$ cat src/rtl/tx_ant_switch.sv
// -----------------------------------------------------------------------------
// tx_ant_switch
//
// Transmit antenna selection and T/R switch sequencing for a two-antenna
// front end. The receive path picks an antenna (rx_ant_select / rx_ant_latch).
// The block remembers that choice and uses it for the next transmit burst:
//   IDLE   -> tx_req accepted, the T/R switch is moved to the TX path
//   SETTLE -> wait for the switch to settle, then pulse tx_ack and enable
//             the PA of the chosen antenna
//   ACTIVE -> forward strobed IQ samples to the chosen antenna (1 cycle latency)
//   TAIL   -> keep the PA on for a short tail after the last sample
//
// Optional feature (macro TX_ANT_FORCE_EN): adds force_ant_en / force_ant,
// which override the antenna choice at tx_req acceptance.
//
// Parameters:
//   IQ_DATA_WIDTH  width of one I or Q component (a sample is 2x this)
//   CNT_WIDTH      width of the settle/tail counter and of the cycle inputs
//
// Ports:
//   clock, reset          system clock, synchronous active-high reset
//   enable                block enable; low in a non-IDLE state aborts to IDLE
//   rx_ant_select         antenna chosen by the receive path (0=ANT1, 1=ANT2)
//   rx_ant_latch          strobe capturing rx_ant_select
//   tx_req                transmit request (honoured in IDLE only)
//   tx_ack                one-cycle pulse: ready for samples
//   data_in               TX IQ sample
//   data_in_strobe        sample valid
//   tx_done               last-sample marker
//   settle_cycles         T/R switch settle time (0 behaves as 1)
//   tail_cycles           PA hold time after the last sample (0 behaves as 1)
//   data_ant1_out/2_out   per-antenna samples, zero on the unselected antenna
//   data_out_strobe       output sample valid
//   tr_switch             1 = TX path
//   pa_en_1, pa_en_2      PA enables (never both high)
//   tx_ant                antenna latched for the current/last burst
//   busy                  high whenever the state is not IDLE
//   force_ant_en/force_ant  (TX_ANT_FORCE_EN only) antenna override
// -----------------------------------------------------------------------------
module tx_ant_switch #(
    parameter int IQ_DATA_WIDTH = 16,
    parameter int CNT_WIDTH     = 8
) (
    input  logic                       clock,
    input  logic                       reset,
    input  logic                       enable,
    input  logic                       rx_ant_select,
    input  logic                       rx_ant_latch,
    input  logic                       tx_req,
    output logic                       tx_ack,
    input  logic [2*IQ_DATA_WIDTH-1:0] data_in,
    input  logic                       data_in_strobe,
    input  logic                       tx_done,
    input  logic [CNT_WIDTH-1:0]       settle_cycles,
    input  logic [CNT_WIDTH-1:0]       tail_cycles,
    output logic [2*IQ_DATA_WIDTH-1:0] data_ant1_out,
    output logic [2*IQ_DATA_WIDTH-1:0] data_ant2_out,
    output logic                       data_out_strobe,
    output logic                       tr_switch,
    output logic                       pa_en_1,
    output logic                       pa_en_2,
    output logic                       tx_ant,
`ifdef TX_ANT_FORCE_EN
    input  logic                       force_ant_en,
    input  logic                       force_ant,
`endif
    output logic                       busy
);

    localparam int DW = 2 * IQ_DATA_WIDTH;

    typedef enum logic [1:0] {
        IDLE   = 2'd0,
        SETTLE = 2'd1,
        ACTIVE = 2'd2,
        TAIL   = 2'd3
    } state_t;

    state_t               state, state_n;
    logic                 last_ant, last_ant_n;
    logic                 tx_ant_n;
    logic                 tr_switch_n;
    logic                 pa_en_1_n, pa_en_2_n;
    logic                 tx_ack_n;
    logic                 data_out_strobe_n;
    logic [DW-1:0]        data_ant1_n, data_ant2_n;
    logic [CNT_WIDTH-1:0] cnt, cnt_n;

    logic [CNT_WIDTH-1:0] settle_last;
    logic [CNT_WIDTH-1:0] tail_last;
    logic                 sel_ant;

    // Terminal counts: a phase of N cycles ends when the counter reaches N-1.
    // Zero is treated as one cycle, so the counter never has to wrap.
    always_comb begin
        settle_last = (settle_cycles == '0) ? '0 : settle_cycles - CNT_WIDTH'(1);
        tail_last   = (tail_cycles   == '0) ? '0 : tail_cycles   - CNT_WIDTH'(1);
    end

    // Antenna used when a request is accepted: a same-cycle latch strobe wins
    // over the stored choice, and the force override wins over both.
    always_comb begin
        sel_ant = rx_ant_latch ? rx_ant_select : last_ant;
`ifdef TX_ANT_FORCE_EN
        if (force_ant_en) begin
            sel_ant = force_ant;
        end
`endif
    end

    always_comb begin
        state_n           = state;
        last_ant_n        = rx_ant_latch ? rx_ant_select : last_ant;
        tx_ant_n          = tx_ant;
        tr_switch_n       = tr_switch;
        pa_en_1_n         = pa_en_1;
        pa_en_2_n         = pa_en_2;
        tx_ack_n          = 1'b0;
        data_out_strobe_n = 1'b0;
        data_ant1_n       = '0;
        data_ant2_n       = '0;
        cnt_n             = cnt;

        case (state)
            IDLE: begin
                if (tx_req && enable) begin
                    tx_ant_n    = sel_ant;
                    tr_switch_n = 1'b1;
                    cnt_n       = '0;
                    state_n     = SETTLE;
                end
            end

            SETTLE: begin
                if (cnt == settle_last) begin
                    state_n   = ACTIVE;
                    tx_ack_n  = 1'b1;
                    pa_en_1_n = ~tx_ant;
                    pa_en_2_n = tx_ant;
                    cnt_n     = '0;
                end else begin
                    cnt_n = cnt + CNT_WIDTH'(1);
                end
            end

            ACTIVE: begin
                if (data_in_strobe) begin
                    data_out_strobe_n = 1'b1;
                    if (tx_ant) begin
                        data_ant2_n = data_in;
                    end else begin
                        data_ant1_n = data_in;
                    end
                end
                if (tx_done) begin
                    state_n = TAIL;
                    cnt_n   = '0;
                end
            end

            TAIL: begin
                if (cnt == tail_last) begin
                    state_n     = IDLE;
                    tr_switch_n = 1'b0;
                    pa_en_1_n   = 1'b0;
                    pa_en_2_n   = 1'b0;
                    cnt_n       = '0;
                end else begin
                    cnt_n = cnt + CNT_WIDTH'(1);
                end
            end

            default: begin
                state_n = IDLE;
            end
        endcase

        // Abort: everything returns to its reset value except the stored
        // receive-side antenna choice.
        if ((state != IDLE) && !enable) begin
            state_n           = IDLE;
            tx_ant_n          = 1'b0;
            tr_switch_n       = 1'b0;
            pa_en_1_n         = 1'b0;
            pa_en_2_n         = 1'b0;
            tx_ack_n          = 1'b0;
            data_out_strobe_n = 1'b0;
            data_ant1_n       = '0;
            data_ant2_n       = '0;
            cnt_n             = '0;
        end
    end

    always_ff @(posedge clock) begin
        if (reset) begin
            state           <= IDLE;
            last_ant        <= 1'b0;
            tx_ant          <= 1'b0;
            tr_switch       <= 1'b0;
            pa_en_1         <= 1'b0;
            pa_en_2         <= 1'b0;
            tx_ack          <= 1'b0;
            data_out_strobe <= 1'b0;
            data_ant1_out   <= '0;
            data_ant2_out   <= '0;
            cnt             <= '0;
        end else begin
            state           <= state_n;
            last_ant        <= last_ant_n;
            tx_ant          <= tx_ant_n;
            tr_switch       <= tr_switch_n;
            pa_en_1         <= pa_en_1_n;
            pa_en_2         <= pa_en_2_n;
            tx_ack          <= tx_ack_n;
            data_out_strobe <= data_out_strobe_n;
            data_ant1_out   <= data_ant1_n;
            data_ant2_out   <= data_ant2_n;
            cnt             <= cnt_n;
        end
    end

    assign busy = (state != IDLE);

endmodule

$ cat config.mk
export PLATFORM = sky130hd
export DESIGN_NAME = tx_ant_switch
export DESIGN_NICKNAME = d
export VERILOG_FILES = /design/src/rtl/tx_ant_switch.sv
export SDC_FILE = /design/constraint.sdc
export NUM_CORES = 1
export LEC_CHECK = 0
export CAP_MARGIN = 40
export CORE_UTILIZATION = 30
export CTS_BUF_LIST = sky130_fd_sc_hd__clkbuf_16
export CTS_CLUSTER_SIZE = 30
export DETAILED_ROUTE_END_ITERATION = 16
export GPL_TIMING_DRIVEN = 0
export SYNTH_ARGS = -nofsm -noshare
export SYNTH_HDL_FRONTEND = slang
export SYNTH_SLANG_ARGS = --single-unit
$ cat constraint.sdc
create_clock -name clock -period 3 [get_ports clock]
set_input_delay 0.75 -clock clock [delete_from_list [all_inputs] [get_ports clock]]
set_output_delay 0.75 -clock clock [all_outputs]
set_load 0.05 [all_outputs]
# After elaboration in Yosys (flattened, before gate mapping)
# Cells that the tools add are included.
# totals
ramBits	0
regBits	81
output_inout_bits	71
latchBits	0
elab_cells	68
n_memories	0
romBits	0
# op_classes
magnitude_cmp	0
add_sub_neg	3
n_eq_ne	9
shifts	0
mux	22
n_mul	0
bitwise_logic	4
reduce_logical	19
n_div	0
# ops
operator	count
8-bit 2-to-1 mux	6
8-bit case mux with 4 select lines	1
8-bit equality test	2
8-bit zero test	2
8-bit by 1-bit subtractor with 8-bit output, second input constant	2
5-bit OR reduction	2
8-bit by 1-bit adder with 8-bit output, second input constant	1
2-bit 2-to-1 mux	4
2-bit != test, second input constant	4
2-bit case mux with 4 select lines	1
1-bit 2-to-1 mux	7
1-bit case mux with 2 select lines	3
3-bit AND reduction	2
2-bit nonzero test	3
3-bit OR reduction	2
2-bit equality test, second input constant	2
1-bit inverter	4
2-bit AND reduction	2
4-bit AND reduction	1
2-bit by 1-bit equality test with 1-bit output, second input constant	1
1-bit logical AND	2
2-bit zero test	1
2-bit OR reduction	1
1-bit zero test	1

# Depth between registers and ports, before layout
# depth
word_depth	5
depth_mapped	10
depth_no_buf	9

# Worst setup path before layout
# OpenSTA, ideal clock, no wires.
# synth_timing
path_type	input port to flip-flop
startpoint	input port settle_cycles[0]
endpoint	register pa_en_2
stages	10
t_arrival_ns	2.829
slack_ns	0.097
cell_sequence	inv_1 -> ha_1 -> or3b_1 -> clkbuf_1 -> xnor2_1 -> nand2_1 -> o311ai_0 -> nand4_2 -> or3b_1 -> a31oi_1
# synth_via
elab_chain_len	5
# synth_rtl
element	line_no	source
start, declared	54	input logic [CNT_WIDTH-1:0] settle_cycles,
8-bit by 1-bit subtractor with 8-bit output / 8-bit zero test (equally long branches)	96	settle_last = (settle_cycles == '0) ? '0 : settle_cycles - CNT_WIDTH'(1);
8-bit 2-to-1 mux *	96	
8-bit equality test *	135	if (cnt == settle_last) begin
2-bit != test (no source line) *	--	
3-bit AND reduction (no source line) *	--	
end signal, assigned	213	pa_en_2 <= pa_en_2_n;
end, declared	61	output logic pa_en_2,
# Mark *: on every way between the ends. The rest lies on a longest branch, timed or not.
# A chain may end at the register's enable or synchronous reset.

# Worst setup path in the final report
# layout_timing
startpoint	input port settle_cycles[1]
endpoint	register cnt[4]
# layout_via
elab_chain_len	5
# layout_rtl
element	line_no	source
8-bit by 1-bit subtractor with 8-bit output / 8-bit zero test (equally long branches)	96	
8-bit 2-to-1 mux *	96	
8-bit equality test *	135	
8-bit 2-to-1 mux *	135	
8-bit case mux with 4 select lines *	124	case (state)
end signal, assigned	218	cnt <= cnt_n;
end, declared	87	logic [CNT_WIDTH-1:0] cnt, cnt_n;
# Marks and branches as above.

==> qor.json <==
{
  "floorplan": {
    "dieHeight_um": 109,
    "die_area_um2": 11800,
    "core_area_um2": 10900,
    "starting_density_of_the_core_pct": 31.2,
    "num_io_pins": 127,
    "fp.dieW_um": 109,
    "floorplan.rows": 38
  },
  "critical_path": {
    "reg2reg_depth": 9,
    "r2r_setup_slack_ps": 550,
    "reg2reg_to": "data_ant1_out[18]$_SDFF_PP0_",
    "critical-path-max-stage-delay_ps": 430,
    "critical_path.startpoint_type": "input pin",
    "critical_path_required_ps": 3270,
    "cpLargestDelayFamily": "compound AO/OA/AOI/OAI gates",
    "critical_path.cell_chain": "dlygate4sd2_1, inv_1, ha_2, or3b_4, and2_0, o2111ai_1, o311ai_2, a31o_2, buf_4, a221oi_1, a21o_1",
    "timing.critical_path.buf_inv": 3,
    "critPathKind": "input pin to flip-flop",
    "slowest_stage": "sky130_fd_sc_hd__or3b_4",
    "worstSetupEndpointType": "flip-flop",
    "critical_path_arrival_ps": 3230,
    "r2r_start": "state[0]$_SDFFE_PP0P_",
    "crit_fanout": 6
  },
  "clock_network": {
    "cts.hold.buffers_added": 0,
    "tritoncts": "yes",
    "clock_sinks": 81,
    "max-clock-path-buffers": 2,
    "clock_tree.root_cell": "sky130_fd_sc_hd__clkbuf_16",
    "cts-buffers-inserted": 9,
    "worst_skew_pair.late_latency_ps": 330,
    "clock_tree.htree_level_count": 3,
    "clkTransAtPathRegs_ps": 60
  },
  "synthesis": {
    "synthFlopType": "sky130_fd_sc_hd__dfxtp_1",
    "post_synthesis_compound_gate_area_fraction_pct": 12.9,
    "basic_gate_share_of_the_synthesized_area_counting_and_or_nand_and_nor_cells_pct": 28.8,
    "synthesis.yosys.warnings": 0,
    "post_synthesis_net_count": 421,
    "synth-seq-cells": 81,
    "asyncSetResetFlopFracSynth_pct": 0,
    "postSynthAreaPerCell_um2": 9.52,
    "synth.mux.area_fraction_pct": 0.918,
    "post-synth-top-area-fraction_pct": 47.6,
    "post_synth_fa_ha_maj_area_fraction_pct": 2.57,
    "yosys-top-cells-area": "sky130_fd_sc_hd__dfxtp_1 48%, sky130_fd_sc_hd__and3_1 6.6%, sky130_fd_sc_hd__and2_1 6.4%",
    "gate_count_after_technology_mapping": 358,
    "synth_top_area_cell": "sky130_fd_sc_hd__dfxtp_1",
    "yosysSeqAreaShare_pct": 47.6,
    "synth_cell_types": 60,
    "synth-xor-area-share_pct": 3.60,
    "number_of_enable_type_register_cells_in_the_synthesized_netlist": 0,
    "post_synth_instance_area_um2": 3410,
    "combinational_family_with_the_most_area_after_synthesis": "simple AND/OR/NAND/NOR gates"
  },
  "route": {
    "drt-pass1-iter-count": 4,
    "dr_total_vias": 3131,
    "drt_first_iter_violations": 164,
    "postRouteAntennaNets": 0,
    "detail_route.vias_per_cell": 4.86,
    "detail_route.drc_violations": 0,
    "routedWlPerCell_um": 14.8,
    "postRouteWirelength_um": 9530
  },
  "placed_design": {
    "hpwlAfterDp_um": 6980,
    "finalWeightedCongestion": 0.868,
    "placement.setup.worst_slack_ps": -1040,
    "placement.cell_area_um2": 4820,
    "buffer_ports.inserted": 124
  },
  "min_path": {
    "hp-class": "flip-flop to flip-flop",
    "hold_end": "last_ant$_SDFF_PP0_",
    "hold_path.startpoint": "last_ant$_SDFF_PP0_",
    "min_path_cells": 2
  },
  "global_routing": {
    "grt_first_pass_wirelength_um": 14800,
    "grt_resource_usage_total_pct": 16.1,
    "antenna_found_initial": 0,
    "grt_remaining_overflow": 0,
    "vias_in_the_first_global_route": 2926,
    "grt_max_degree": 16
  },
  "job": {
    "maxCapViolCount": 0
  },
  "cells_and_area": {
    "final_design_area_no_fill_um2": 5270,
    "design.final.nets": 562,
    "diodes": 0,
    "area.growth.synth_to_final_pct": 54.7,
    "ratio_of_cells_with_drive_above_1_in_the_final_layout_pct": 12.5
  },
  "timing": {
    "final_hold_viol_count": 0,
    "postLayoutSetupSlackWorst_ps": 43.4,
    "post-route-min-period_ps": 2960,
    "worstMarginPinSlew_ps": 564,
    "period_utilization_post_route_pct": 98.6,
    "fmaxAchievable_mhz": 338,
    "slew_headroom_pct": 62.3,
    "fin_skew_ps": 6.30,
    "maxSlewViolCount": 0,
    "setup_viol_count_final": 0
  },
  "power": {
    "max-vdd-ir-drop_mv": 0.335,
    "pwr_density_cell_nw_per_um2": 542,
    "power.static_leakage_uw": 0.00214
  },
  "status": {
    "run_status": "finished clean"
  }
}
power breakdown:
| part | leakage [µW] | switching [µW] | total, µW | internal, µW |
|---|---|---|---|---|
| Combinational | 0.00134 | 383 | 635 | 252 |
| Sequential | 0.000653 | 24.5 | 1130 | 1110 |
| Clock | 0.000151 | 438 | 1090 | 651 |
cells in the mapped netlist (all sizes together), types with 3 or more instances:
library cell / instances
and3: 37
a221oi: 5
o21ai: 5
inv: 12
nand3: 8
nor2b: 6
o21bai: 3
nor3: 7
dfxtp: 81
a31oi: 3
or3: 3
or2: 6
a22o: 3
nand4: 3
nor2: 17
and2: 36
nand2b: 7
clkbuf: 19
ha: 7
a21oi: 8
xor2: 4
nor4: 4
a21o: 5
nand2: 16
xnor2: 10
state kept, by name, summed over array words and instances (netlist names):
register	count
cnt	8
tr_switch	1
data_ant1_out	32
tx_ant	1
last_ant	1
data_out_strobe	1
tx_ack	1
pa_en_2	1
pa_en_1	1
data_ant2_out	32
state	2
kinds of logic after synthesis:
| logic type | count (synthesis) |
|---|---|
| AND/OR/NAND/NOR | 163 |
| flip-flops | 81 |
| AO/OA/AOI/OAI | 57 |
| buffers and inverters | 33 |
| XOR/XNOR | 14 |
| adder cells (fa/ha/maj) | 7 |
| multiplexers | 3 |
layout by cell type (no fill, tap or decap), types with 9 or more instances in the layout:
cell                              Yosys  layout
sky130_fd_sc_hd__nand2_1             16      16
sky130_fd_sc_hd__clkbuf_1            19      18
sky130_fd_sc_hd__and3_1              36      36
sky130_fd_sc_hd__nor2_1              17      17
sky130_fd_sc_hd__dfxtp_1             81      81
sky130_fd_sc_hd__clkdlybuf4s50_1      0     113
sky130_fd_sc_hd__inv_1               12      12
sky130_fd_sc_hd__xnor2_1             10      10
sky130_fd_sc_hd__clkbuf_16            0       9
sky130_fd_sc_hd__and2_1              35      34
worst max path at each step:
stage / startpoint / endpoint / slack, ps / cells after the start
global route: settle_cycles[1] / cnt[4]$_SDFFE_PP0P_ / -5 / 11
detailed placement: tail_cycles[0] / cnt[0]$_SDFFE_PP0P_ / -1040 / 10
finish: settle_cycles[1] / cnt[4]$_SDFFE_PP0P_ / 40 / 11
CTS: settle_cycles[0] / cnt[2]$_SDFFE_PP0P_ / 10 / 12
global placement: tail_cycles[0] / cnt[0]$_SDFFE_PP0P_ / -1000 / 10
floorplan: settle_cycles[0] / pa_en_2$_SDFFE_PP0P_ / 100 / 10
metrics by stage:
step           hold WS, ps  util [%]  instances  power, µW  TNS (ps)
2_1_floorplan          456         -        358       1510         0
3_3_place_gp           482      44.1        622       1730    -11670
3_5_place_dp           486      44.1        622       1740    -12150
4_1_cts                504      47.7        644       2860         0
5_1_grt                517      48.2        644       3000     -4.61
6_report               500      48.2        644       2860         0
area by class of cell:
cell class              instances  area (µm²)
plain buffers                  20        76.3
clock buffers                   9         225
clock inverters                 7        75.1
fillers                      1042        5660
inverters                      12        45.0
multi-input cells             244        1780
flip-flops and latches         81        1620
well taps                     140         175
repair buffers                131        1280
routing by layer:
metal  global-route usage (%)  vias up  part of all wire (%)
li1                         -     1543                     -
met1                     19.2     1499                    42
met2                     28.5       79                    53
met3                     3.25       10                   4.2
met4                     5.69        0                   1.3
met5                        0        -                     0
worst register-to-register path, cell delays in order, from the launching register on:
cell	delay, ps
sky130_fd_sc_hd__dfxtp_1	330
sky130_fd_sc_hd__inv_1	120
sky130_fd_sc_hd__ha_1	270
sky130_fd_sc_hd__nor2_1	80
sky130_fd_sc_hd__nor2_1	270
sky130_fd_sc_hd__and3_1	200
sky130_fd_sc_hd__clkbuf_1	250
sky130_fd_sc_hd__nor2b_1	320
sky130_fd_sc_hd__clkbuf_1	370
sky130_fd_sc_hd__and2_1	200
timing repair:
item | in CTS | in global routing
gates resized for setup | 22 | 25
pin swaps | 6 | 4
setup buffers | 6 | 1
setup endpoints to repair | 14 | 12
Note: power is estimated with default switching activity, not from simulation.
